**config.mk**
```make
export PLATFORM = sky130hd
export DESIGN_NAME = softmax_stream_unit_flat
export DESIGN_NICKNAME = d
export VERILOG_FILES = /design/src/rtl/softmax_pkg.sv /design/src/rtl/softmax_stream_unit_if.sv /design/src/rtl/softmax_exp_lut.sv /design/src/rtl/softmax_stream_unit.sv /design/src/flat_wrapper.sv
export SDC_FILE = /design/constraint.sdc
export NUM_CORES = 2
export LEC_CHECK = 0
export BUFFER_PORTS_ARGS = -buffer_cell sky130_fd_sc_hd__buf_4
export CAP_MARGIN = 20
export CORE_AREA = 2 2 369 371
export DETAILED_ROUTE_END_ITERATION = 10
export DIE_AREA = 0 0 371 373
export PLACE_DENSITY = 0.53
export SLEW_MARGIN = 10
export SYNTH_ARGS = -nofsm -noshare
export SYNTH_HDL_FRONTEND = slang
export SYNTH_SLANG_ARGS = --single-unit
```
**constraint.sdc**
```tcl
create_clock -name clk -period 16.7 [get_ports clk]
set_input_delay 5.01 -clock clk [delete_from_list [all_inputs] [get_ports clk]]
set_output_delay 5.01 -clock clk [all_outputs]
set_load 0.02 [all_outputs]
```
**src/rtl/softmax_pkg.sv**
```systemverilog
// Shared constants, state encoding and exp-table generator for the streaming softmax.
package softmax_pkg;

  localparam int DATA_W      = 16;
  localparam int FRAC_W      = 10;
  localparam int ROW_LEN_MAX = 64;
  localparam int LUT_ADDR_W  = 8;
  localparam int EXP_RANGE_W = 3;

  // Controller state encoding
  typedef logic [2:0] state_t;
  localparam state_t ST_IDLE = 3'd0;
  localparam state_t ST_LOAD = 3'd1;
  localparam state_t ST_EXP  = 3'd2;
  localparam state_t ST_DIV  = 3'd3;
  localparam state_t ST_EMIT = 3'd4;

  // Table entry k = round(2^frac_w * exp(-k * step)), step = 2^range_w / 2^addr_w
  function automatic int exp_lut_init(input int k, input int frac_w,
                                      input int addr_w, input int range_w);
    real step;
    real val;
    step = (2.0 ** range_w) / (2.0 ** addr_w);
    val  = (2.0 ** frac_w) * $exp(-real'(k) * step);
    return $rtoi($floor(val + 0.5));
  endfunction

endpackage

```
**src/rtl/softmax_stream_unit_if.sv**
```systemverilog
// Row input stream, probability output stream and status for the softmax unit.
interface softmax_stream_unit_if #(
  parameter int DATA_W = softmax_pkg::DATA_W,
  parameter int LEN_W  = $clog2(softmax_pkg::ROW_LEN_MAX + 1)
);
  logic [LEN_W-1:0]  cfg_len;
  logic              in_valid;
  logic              in_ready;
  logic [DATA_W-1:0] in_data;
  logic              out_valid;
  logic              out_ready;
  logic [DATA_W-1:0] out_data;
  logic              out_last;
  logic              busy;

  modport master (
    output cfg_len, in_valid, in_data, out_ready,
    input  in_ready, out_valid, out_data, out_last, busy
  );

  modport slave (
    input  cfg_len, in_valid, in_data, out_ready,
    output in_ready, out_valid, out_data, out_last, busy
  );
endinterface

```
**src/rtl/softmax_exp_lut.sv**
```systemverilog
// Registered exp ROM: one lookup per cycle, result one cycle later.
module softmax_exp_lut #(
  parameter int FRAC_W      = softmax_pkg::FRAC_W,
  parameter int LUT_ADDR_W  = softmax_pkg::LUT_ADDR_W,
  parameter int EXP_RANGE_W = softmax_pkg::EXP_RANGE_W
) (
  input  logic                  clk,
  input  logic                  rst_n,
  input  logic [LUT_ADDR_W-1:0] addr,
  input  logic                  zero,
  output logic [FRAC_W:0]       data
);
  import softmax_pkg::*;

  localparam int DEPTH = 1 << LUT_ADDR_W;

  logic [FRAC_W:0] rom [DEPTH];
  logic [FRAC_W:0] data_d;
  logic [FRAC_W:0] data_q;

  for (genvar g = 0; g < DEPTH; g++) begin : g_rom
    assign rom[g] = (FRAC_W + 1)'(exp_lut_init(g, FRAC_W, LUT_ADDR_W, EXP_RANGE_W));
  end

  // Differences beyond the table range underflow to zero
  always_comb begin
    data_d = zero ? '0 : rom[addr];
  end

  // Output register gives the fixed one-cycle lookup latency
  always_ff @(posedge clk or negedge rst_n) begin
    if (!rst_n) data_q <= '0;
    else        data_q <= data_d;
  end

  assign data = data_q;

endmodule

```
**src/rtl/softmax_stream_unit.sv**
```systemverilog
// Streaming softmax: buffer a row, subtract its max, exponentiate, take one
// reciprocal of the sum and stream the normalised row back out.
module softmax_stream_unit #(
  parameter int DATA_W      = softmax_pkg::DATA_W,
  parameter int FRAC_W      = softmax_pkg::FRAC_W,
  parameter int ROW_LEN_MAX = softmax_pkg::ROW_LEN_MAX,
  parameter int LUT_ADDR_W  = softmax_pkg::LUT_ADDR_W,
  parameter int EXP_RANGE_W = softmax_pkg::EXP_RANGE_W
) (
  input  logic                 clk,
  input  logic                 rst_n,
  softmax_stream_unit_if.slave bus
);
  import softmax_pkg::*;

  localparam int LEN_W  = $clog2(ROW_LEN_MAX + 1);
  localparam int IDX_W  = $clog2(ROW_LEN_MAX);
  localparam int SUM_W  = FRAC_W + 1 + $clog2(ROW_LEN_MAX);
  localparam int REM_W  = SUM_W + 1;
  localparam int EXP_W  = FRAC_W + 1;
  localparam int PROD_W = 2 * EXP_W + 1;
  localparam int DIFF_W = DATA_W + 1;
  localparam int SHIFT  = FRAC_W + EXP_RANGE_W - LUT_ADDR_W;
  localparam int DIVC_W = $clog2(FRAC_W + 1);

  state_t                   state_q, state_d;
  logic [LEN_W-1:0]         len_q, len_d;
  logic [LEN_W-1:0]         idx_q, idx_d;
  logic signed [DATA_W-1:0] max_q, max_d;
  logic [SUM_W-1:0]         sum_q, sum_d;
  logic [REM_W-1:0]         rem_q, rem_d;
  logic [EXP_W-1:0]         recip_q, recip_d;
  logic [DIVC_W-1:0]        div_cnt_q, div_cnt_d;
  logic                     lut_vld_q, lut_vld_d;
  logic [IDX_W-1:0]         wb_idx_q, wb_idx_d;

  logic [DATA_W-1:0]        row_mem_q [ROW_LEN_MAX];
  logic                     row_we;
  logic [IDX_W-1:0]         row_waddr;
  logic [DATA_W-1:0]        row_wdata;
  logic [IDX_W-1:0]         row_raddr;
  logic [DATA_W-1:0]        row_rdata;

  logic                     in_fire;
  logic                     out_fire;
  logic                     emit_last;
  logic [LEN_W-1:0]         len_in;
  logic [DIFF_W-1:0]        neg_diff;
  logic [LUT_ADDR_W-1:0]    lut_addr;
  logic                     lut_zero;
  logic [EXP_W-1:0]         lut_data;
  logic [REM_W-1:0]         rem_shift;
  logic [PROD_W-1:0]        prod;
  logic [PROD_W-1:0]        rounded;
  logic [DATA_W-1:0]        prob;

  assign row_rdata = row_mem_q[row_raddr];
  assign in_fire   = bus.in_valid && bus.in_ready;
  assign out_fire  = bus.out_valid && bus.out_ready;
  assign emit_last = (idx_q == len_q - LEN_W'(1));

  // Row length: zero or anything beyond the buffer depth selects a full-size row
  always_comb begin
    if (bus.cfg_len == '0 || bus.cfg_len > LEN_W'(ROW_LEN_MAX)) len_in = LEN_W'(ROW_LEN_MAX);
    else                                                        len_in = bus.cfg_len;
  end

  // Distance below the row max and the matching exp table address
  always_comb begin
    neg_diff = {max_q[DATA_W-1], max_q} - {row_rdata[DATA_W-1], row_rdata};
    lut_addr = LUT_ADDR_W'(neg_diff >> SHIFT);
    lut_zero = (neg_diff >> (FRAC_W + EXP_RANGE_W)) != '0;
  end

  softmax_exp_lut #(
    .FRAC_W      (FRAC_W),
    .LUT_ADDR_W  (LUT_ADDR_W),
    .EXP_RANGE_W (EXP_RANGE_W)
  ) u_exp_lut (
    .clk   (clk),
    .rst_n (rst_n),
    .addr  (lut_addr),
    .zero  (lut_zero),
    .data  (lut_data)
  );

  // Normalised output: exp * recip rounded to FRAC_W fraction bits, capped at 1.0
  always_comb begin
    prod    = PROD_W'(row_rdata[EXP_W-1:0]) * PROD_W'(recip_q);
    rounded = (prod + (PROD_W'(1) << (FRAC_W - 1))) >> FRAC_W;
    if (rounded > (PROD_W'(1) << FRAC_W)) prob = DATA_W'(1) << FRAC_W;
    else                                  prob = DATA_W'(rounded);
  end

  // Row sequencing: load, exponentiate, divide, emit
  always_comb begin
    state_d   = state_q;
    len_d     = len_q;
    idx_d     = idx_q;
    max_d     = max_q;
    sum_d     = sum_q;
    rem_d     = rem_q;
    recip_d   = recip_q;
    div_cnt_d = div_cnt_q;
    lut_vld_d = 1'b0;
    wb_idx_d  = wb_idx_q;
    row_we    = 1'b0;
    row_waddr = idx_q[IDX_W-1:0];
    row_wdata = bus.in_data;
    row_raddr = idx_q[IDX_W-1:0];
    rem_shift = rem_q << 1;

    case (state_q)
      ST_IDLE: begin
        if (in_fire) begin
          len_d     = len_in;
          row_we    = 1'b1;
          row_waddr = '0;
          max_d     = $signed(bus.in_data);
          sum_d     = '0;
          if (len_in == LEN_W'(1)) begin
            state_d = ST_EXP;
            idx_d   = '0;
          end else begin
            state_d = ST_LOAD;
            idx_d   = LEN_W'(1);
          end
        end
      end

      ST_LOAD: begin
        if (in_fire) begin
          row_we = 1'b1;
          if ($signed(bus.in_data) > max_q) max_d = $signed(bus.in_data);
          if (emit_last) begin
            state_d = ST_EXP;
            idx_d   = '0;
          end else begin
            idx_d = idx_q + LEN_W'(1);
          end
        end
      end

      ST_EXP: begin
        if (lut_vld_q) begin
          row_we    = 1'b1;
          row_waddr = wb_idx_q;
          row_wdata = DATA_W'(lut_data);
          sum_d     = sum_q + SUM_W'(lut_data);
        end
        if (idx_q == len_q) begin
          state_d   = ST_DIV;
          rem_d     = REM_W'(1) << (FRAC_W - 1);
          recip_d   = '0;
          div_cnt_d = '0;
        end else begin
          lut_vld_d = 1'b1;
          wb_idx_d  = idx_q[IDX_W-1:0];
          idx_d     = idx_q + LEN_W'(1);
        end
      end

      ST_DIV: begin
        if (rem_shift >= {1'b0, sum_q}) begin
          rem_d   = rem_shift - {1'b0, sum_q};
          recip_d = {recip_q[EXP_W-2:0], 1'b1};
        end else begin
          rem_d   = rem_shift;
          recip_d = {recip_q[EXP_W-2:0], 1'b0};
        end
        if (div_cnt_q == DIVC_W'(FRAC_W)) begin
          state_d = ST_EMIT;
          idx_d   = '0;
        end else begin
          div_cnt_d = div_cnt_q + DIVC_W'(1);
        end
      end

      ST_EMIT: begin
        if (out_fire) begin
          if (emit_last) begin
            state_d = ST_IDLE;
            idx_d   = '0;
          end else begin
            idx_d = idx_q + LEN_W'(1);
          end
        end
      end

      default: state_d = ST_IDLE;
    endcase
  end

  // Control and datapath registers; reset discards any partial row
  always_ff @(posedge clk or negedge rst_n) begin
    if (!rst_n) begin
      state_q   <= ST_IDLE;
      len_q     <= '0;
      idx_q     <= '0;
      max_q     <= '0;
      sum_q     <= '0;
      rem_q     <= '0;
      recip_q   <= '0;
      div_cnt_q <= '0;
      lut_vld_q <= 1'b0;
      wb_idx_q  <= '0;
    end else begin
      state_q   <= state_d;
      len_q     <= len_d;
      idx_q     <= idx_d;
      max_q     <= max_d;
      sum_q     <= sum_d;
      rem_q     <= rem_d;
      recip_q   <= recip_d;
      div_cnt_q <= div_cnt_d;
      lut_vld_q <= lut_vld_d;
      wb_idx_q  <= wb_idx_d;
    end
  end

  // Row buffer holds raw scores, then exp values once EXP has passed them
  always_ff @(posedge clk) begin
    if (row_we) row_mem_q[row_waddr] <= row_wdata;
  end

  assign bus.in_ready  = rst_n && (state_q == ST_IDLE || state_q == ST_LOAD);
  assign bus.out_valid = (state_q == ST_EMIT);
  assign bus.out_last  = (state_q == ST_EMIT) && emit_last;
  assign bus.out_data  = (state_q == ST_EMIT) ? prob : '0;
  assign bus.busy      = (state_q != ST_IDLE);

endmodule

```
**src/flat_wrapper.sv**
```systemverilog
// flat-port wrapper written by rule: the top's interface ports become plain ports
module softmax_stream_unit_flat import softmax_pkg::*;
#(
  parameter int DATA_W      = softmax_pkg::DATA_W,
  parameter int FRAC_W      = softmax_pkg::FRAC_W,
  parameter int ROW_LEN_MAX = softmax_pkg::ROW_LEN_MAX,
  parameter int LUT_ADDR_W  = softmax_pkg::LUT_ADDR_W,
  parameter int EXP_RANGE_W = softmax_pkg::EXP_RANGE_W
)
  (clk, rst_n, bus_cfg_len, bus_in_valid, bus_in_data, bus_out_ready, bus_in_ready, bus_out_valid, bus_out_data, bus_out_last, bus_busy);
  softmax_stream_unit_if #(.DATA_W(DATA_W)) bus_i ();
  input  logic clk;
  input  logic rst_n;
  input wire logic [$bits(bus_i.cfg_len)-1:0] bus_cfg_len;
  input wire logic [$bits(bus_i.in_valid)-1:0] bus_in_valid;
  input wire logic [$bits(bus_i.in_data)-1:0] bus_in_data;
  input wire logic [$bits(bus_i.out_ready)-1:0] bus_out_ready;
  output wire logic [$bits(bus_i.in_ready)-1:0] bus_in_ready;
  output wire logic [$bits(bus_i.out_valid)-1:0] bus_out_valid;
  output wire logic [$bits(bus_i.out_data)-1:0] bus_out_data;
  output wire logic [$bits(bus_i.out_last)-1:0] bus_out_last;
  output wire logic [$bits(bus_i.busy)-1:0] bus_busy;
  assign bus_i.cfg_len = bus_cfg_len;
  assign bus_i.in_valid = bus_in_valid;
  assign bus_i.in_data = bus_in_data;
  assign bus_i.out_ready = bus_out_ready;
  assign bus_in_ready = bus_i.in_ready;
  assign bus_out_valid = bus_i.out_valid;
  assign bus_out_data = bus_i.out_data;
  assign bus_out_last = bus_i.out_last;
  assign bus_busy = bus_i.busy;
  softmax_stream_unit #(.DATA_W(DATA_W), .FRAC_W(FRAC_W), .ROW_LEN_MAX(ROW_LEN_MAX), .LUT_ADDR_W(LUT_ADDR_W), .EXP_RANGE_W(EXP_RANGE_W)) u_core (.clk(clk), .rst_n(rst_n), .bus(bus_i));
endmodule
```
# == Yosys cells after proc, flatten, opt, wreduce, memory -nomap -nowiden ==
# Memories as Yosys holds them, arrays and structs flattened.
# Index checks and enable logic that the tools add are counted.
# W data, S select, Z words.
# totals
register_bits,100
mem_bits_rw,1024
rom_bits,2816
out_inout_bits,20
memories,2
# classes
add_sub_neg,7
n_mul,1
n_lt_le_gt_ge,5
eq_ne,19
mux,51
n_bitwise,2
n_reduce_logical,23
# mem_list
memory,depth,width,read_ports,rd_ports_with_merged_regs,wr,line_no,rtl
(name not given),256,11,1,0,0,softmax_exp_lut.sv:27,data_d = zero ? '0 : rom[addr];
u_core.row_mem_q,64,16,1,0,1,softmax_stream_unit.sv:37,logic [DATA_W-1:0] row_mem_q [ROW_LEN_MAX];
# op_table
cell,count
$mux W16,6
$mux W17,4
$pmux W17 S2,2
$mux W7,7
$mux W11,4
$pmux W7 S5,1
$pmux W16 S2,1
$add A22 B10 Y23 const B,1
$mul A11 B11 Y22,1
$pmux W11 S2,1
$mux W3,7
$ge A18 B17 Y1,1
$add A17 B11 Y17,1
$reduce_bool A17 Y1,1
$sub A16 B16 Y17,1
$sub A17 B17 Y17,1
$gt A16 B16 Y1,1
$pmux W3 S5,1
$eq A7 B7 Y1,2
$ne A2 B1 Y1 const B,7
$gt A13 B11 Y1 const B,1
$mux W13,1
$mux W6,2
$pmux W6 S2,1
other kinds (31),52

# == Logic depth before layout (Yosys ltp) ==
# logic_depth
depth_word,8
mapped_depth,31
depth_no_buf,27

# == By module ==
# A second synthesis with hierarchy kept.
# unflattened
cells_unflattened,3535
area_unflattened_um2,52341.4
# by_module_without_submodules
module,instances,cells_per_inst,area_per_inst_um2,seq_area_each_um2
softmax_stream_unit,1,3230,50138.1,32976.6
softmax_exp_lut,1,305,2203.4,275.3

# == Worst setup path before layout ==
# Ideal clock, no wire load.
# synth_timing
path_kind,reg-to-output
start,reg u_core.idx_q[0]
end,out bus_out_data[6]
arrival_ns,8.754
t_required_ns,11.690
slack_ns,2.936
path_stages_with_launch,30
cell_sequence,dfrtp_1 buf_6 buf_2 buf_1 buf_1 mux4_2 mux4_2 mux4_2 clkinv_1 nor2_1 fa_1 inv_1 fa_1 inv_1 fa_1 fa_1 inv_1 fa_1 inv_1 ha_1 clkbuf_1 a21oi_1 nor2b_1 o21ai_0 o21ai_0 or2_2 or3_1 a2111oi_0 a31oi_1 nor3b_1
# synth_between
elab_chain_cells,6
# synth_lines
item,line_no,rtl
"start, declared",softmax_stream_unit.sv:28,"logic [LEN_W-1:0] idx_q, idx_d;"
"start signal, assigned",softmax_stream_unit.sv:210,idx_q <= idx_d;
$mem_v2 Z64 W16 *,--,
$mul A11 B11 Y22 *,softmax_stream_unit.sv:89,prod = PROD_W'(row_rdata[EXP_W-1:0]) * PROD_W'(recip_q);
$add A22 B10 Y23 *,softmax_stream_unit.sv:90,rounded = (prod + (PROD_W'(1) << (FRAC_W - 1))) >> FRAC_W;
$gt A13 B11 Y1,softmax_stream_unit.sv:91,if (rounded > (PROD_W'(1) << FRAC_W)) prob = DATA_W'(1) << FRAC_W;
$mux W13 *,softmax_stream_unit.sv:91,
$mux W16 *,softmax_stream_unit.sv:229,assign bus.out_data = (state_q == ST_EMIT) ? prob : '0;
"end, declared",flat_wrapper.sv:20,output wire logic [$bits(bus_i.out_data)-1:0] bus_out_data;
# Mark *: on every way between the ends. The rest lies on a longest branch, timed or not.

# == Worst setup path in the final report ==
# layout_timing
start,reg u_core.idx_q[0]
end,out bus_out_data[3]
# The elaborated chain is that of the path after synthesis.

==> metrics.cfg <==
[timing]
fin_crit_ns=15.07
setup_tns_ns=0
max_slew_margin_pct=30.10
whs_ns=0.4919
period_share_pct=90.24
clock-skew-final_ns=0.09118
drv_slew=0
setup_viol=0
fmax_ghz=0.06636
hold_viol=0
rsz0062_at_grt=no
worstMarginPinSlew_ns=1.049

[cts]
post_cts_buffers=0
clockBufferDepth=3
cts-root-buf=clkbuf_16
clk-insertion-delay-late_ns=0.77
cts-resized-gates=0
hold_buffers=0
clk_pin_slew_ns=0.06
numCtsBuffers=116
htreeDepth=3
cts_tree=done
cts.sinks=1124

[synthesis]
synthFlopType=edfxtp_1
synthAdderAreaFrac_pct=6.727
synthSimpleGateAreaFrac_pct=5.734
synth_warnings=0
synth-xor-area-share_pct=0.8246
netlist_area_um2=52040
ys_seq_area_share_pct=63.89
synth_compound_area_share_pct=4.943
synth-seq-cells=1124
ys_types=82
syn_avg_cell_area_um2=16.40
syn-instance-count=3174
synth_top_family_by_area=multiplexers
synth_edf_count=1024
ys_async_sr_fraction_pct=8.897
muxShareOfSynthArea_pct=15.21

[global_route]
grt_pass1_vias=29810
grt_max_degree=77
antenna_found_initial=2
overflow=0
grt_pass1_wl_mm=204.8
track_usage_pct=20.17

[outcome]
status=complete, no violations

[power]
pwr-share-comb_pct=51.4
swShare_pct=42.09
p_int_w=0.007260
power_frac_clock_pct=20.8
p_leak_nw=20.25
pwr-share-seq_pct=27.8
powerDensity_nw_per_um2=212.9
p_switching_w=0.005276
ir_drop_v=0.0002710

[route]
ant_nets=0
vias=29150
drc=0
vias_per_cell=5.637
drtIter0Drc=2782
drt-total-wl_mm=139.5
wl_per_cell_um=26.99
dr.pass1.iters=6

[floorplanning]
ios=47
dieArea_um2=138400
floorplan.initialDensity_pct=38.66
coreArea_um2=134600
row_count=135
die_x_um=371
die_h_um=373

[worst_setup_path]
r2r-end=u_core.u_exp_lut.data[0]$_DFF_PN0_
crit_type=flop to primary output
reg2reg_slack_ns=8.41
crit_top_cell=fa_1
worstPathRequired_ns=11.69
cp_slowest_cell=dfrtp_4
worst_path_largest_cell_delay_ns=0.76
worstPathArrival_ns=10.06
critPathLaunchType=flop
end_kind=primary output
r2r-start=u_core.idx_q[0]$_DFFE_PN0P_
rr_worst_depth=23
crit_fanout=56

[final_layout]
layout.core_utilization_pct=43.75
nNetsFinal=3548
nFillCells=11670
register_area_um2=33260
syn_to_final_growth_pct=13.17
multi_input_area_um2=17540
final_cell_mix=1024 x edfxtp_1, 319 x mux4_2, 223 x nand2_1, 177 x inv_1, 177 x nor2_1
layout_commonest_cell=edfxtp_1
drive_gt1_share_pct=21.66

[job]
cap_violations=0

[min_path]
hold-path-endpoint=u_core.wb_idx_q[5]$_DFFE_PN0P_
hold_depth=2
hold_path_class=flop to flop
worstHoldStart=u_core.wb_idx_q[5]$_DFFE_PN0P_

[place]
routabilityCongestion=0.8755
port_buffers=41
hpwl_mm=86.28

[layout make-up]
| cell class | instances | share of cell area [%] |
|---|---|---|
| diodes | 1 | 0.004249 |
| clock buffers | 140 | 5.184 |
| clock inverters | 76 | 1.419 |
| inverters | 188 | 1.202 |
| multi-input cells | 1707 | 29.78 |
| flip-flops and latches | 1124 | 56.48 |
| well taps | 1781 | 3.784 |
| repair buffers | 154 | 2.146 |
[stage by stage]
step | cells | setup slack [ns] | area (um^2) | total power [W]
6_report | 5171 | 1.631 | 58900 | 0.01254
5_1_grt | 5170 | 0.9490 | 58890 | 0.01331
4_1_cts | 5167 | 1.330 | 58840 | 0.01257
3_5_place_dp | 4951 | 2.134 | 54950 | 0.009931
3_3_place_gp | 4949 | 2.301 | 54930 | 0.009785
2_1_floorplan | 3178 | 2.936 | 52060 | 0.008074
[sequential cells by signal, indices dropped and copies added (netlist names)]
register / count
u_core.recip_q: 11
u_core.idx_q: 7
u_core.row_mem_q: 1024
u_core.u_exp_lut.data: 11
u_core.div_cnt_q: 4
u_core.max_q: 16
u_core.sum_q: 17
u_core.state_q: 3
u_core.wb_idx_q: 6
u_core.rem_q: 17
u_core.len_q: 7
u_core.lut_vld_q: 1
[power groups by stage]
stage / Clock [W] / Sequential, W / Combinational, W
after global routing: 0.00277 / 0.00350 / 0.00704
after detailed placement: 0 / 0.00356 / 0.00637
final: 0.00261 / 0.00348 / 0.00644
after CTS: 0.00267 / 0.00351 / 0.00640
after global placement: 0 / 0.00356 / 0.00623
after floorplan: 0 / 0.00342 / 0.00465
[worst max-delay path: cells and delay by family, from the launching register on]
kind	cells	cell delay [ns]
compound gates	8	2.68
fa+ha+maj	6	2.43
buf+inv	6	1.28
flops	1	0.76
mux	4	1.84
simple gates	2	0.26
[layer usage]
metal | vias to the layer above | routed length [um] | global-route usage (%)
li1 | 12620 | - | -
met1 | 15480 | 59450 | 27.80
met4 | 2 | 3825 | 5.737
met5 | - | 13 | 0
met3 | 197 | 6789 | 2.436
met2 | 851 | 69460 | 33.63
[kinds of logic after synthesis]
group | Yosys count
other | 1
muxes | 389
DFF | 1124
xor gates and xnor gates | 49
buffers and inverters | 347
AOI/OAI and AO/OA | 378
adders and majority gates | 230
and+or+nand+nor | 656
[synth_stat cells, types with 7 or more instances]
cell / count / share of area (%)
o21ai_0: 84 / 0.81
a21boi_0: 7 / 0.10
ha_1: 147 / 3.5
nand2_1: 233 / 1.7
a311oi_1: 7 / 0.12
edfxtp_1: 1024 / 59
clkbuf_1: 89 / 0.64
mux2i_1: 47 / 0.90
a2111oi_0: 8 / 0.13
fa_1: 83 / 3.2
nor2b_1: 17 / 0.20
buf_1: 38 / 0.27
o21bai_1: 13 / 0.19
buf_2: 19 / 0.18
nand4_1: 18 / 0.22
o22ai_1: 25 / 0.30
clkinv_1: 8 / 0.058
or2_2: 11 / 0.13
buf_4: 10 / 0.14
o2111ai_1: 7 / 0.12
a211oi_1: 24 / 0.35
o31ai_1: 14 / 0.20
a21o_1: 19 / 0.27
dfrtp_1: 100 / 4.8
o221ai_1: 12 / 0.20
nor3_1: 34 / 0.33
xnor2_1: 27 / 0.45
and2_1: 26 / 0.31
a31oi_1: 14 / 0.17
nand3b_1: 9 / 0.13
inv_1: 177 / 1.3
and3_1: 14 / 0.17
mux2_2: 21 / 0.45
a21oi_1: 64 / 0.62
o211ai_1: 8 / 0.12
nand2b_1: 18 / 0.22
or3_1: 13 / 0.16
nor4_1: 10 / 0.12
nand3_1: 41 / 0.39
mux4_2: 319 / 14
xor2_1: 22 / 0.37
nor2_1: 195 / 1.4
o21a_1: 12 / 0.17
[worst max path at each step]
| stage | startpoint | end | slack, ns |
|---|---|---|---|
| floorplan | u_core.idx_q[0]$_DFFE_PN0P_ | bus_out_data[6] | 2.94 |
| global placement | u_core.idx_q[0]$_DFFE_PN0P_ | bus_out_data[2] | 2.30 |
| detailed placement | u_core.idx_q[0]$_DFFE_PN0P_ | bus_out_data[3] | 2.13 |
| CTS | u_core.idx_q[0]$_DFFE_PN0P_ | bus_out_data[3] | 1.33 |
| global route | u_core.idx_q[0]$_DFFE_PN0P_ | bus_out_data[3] | 0.95 |
| finish | u_core.idx_q[0]$_DFFE_PN0P_ | bus_out_data[3] | 1.63 |
No activity file was read; power rests on OpenSTA's default activity.
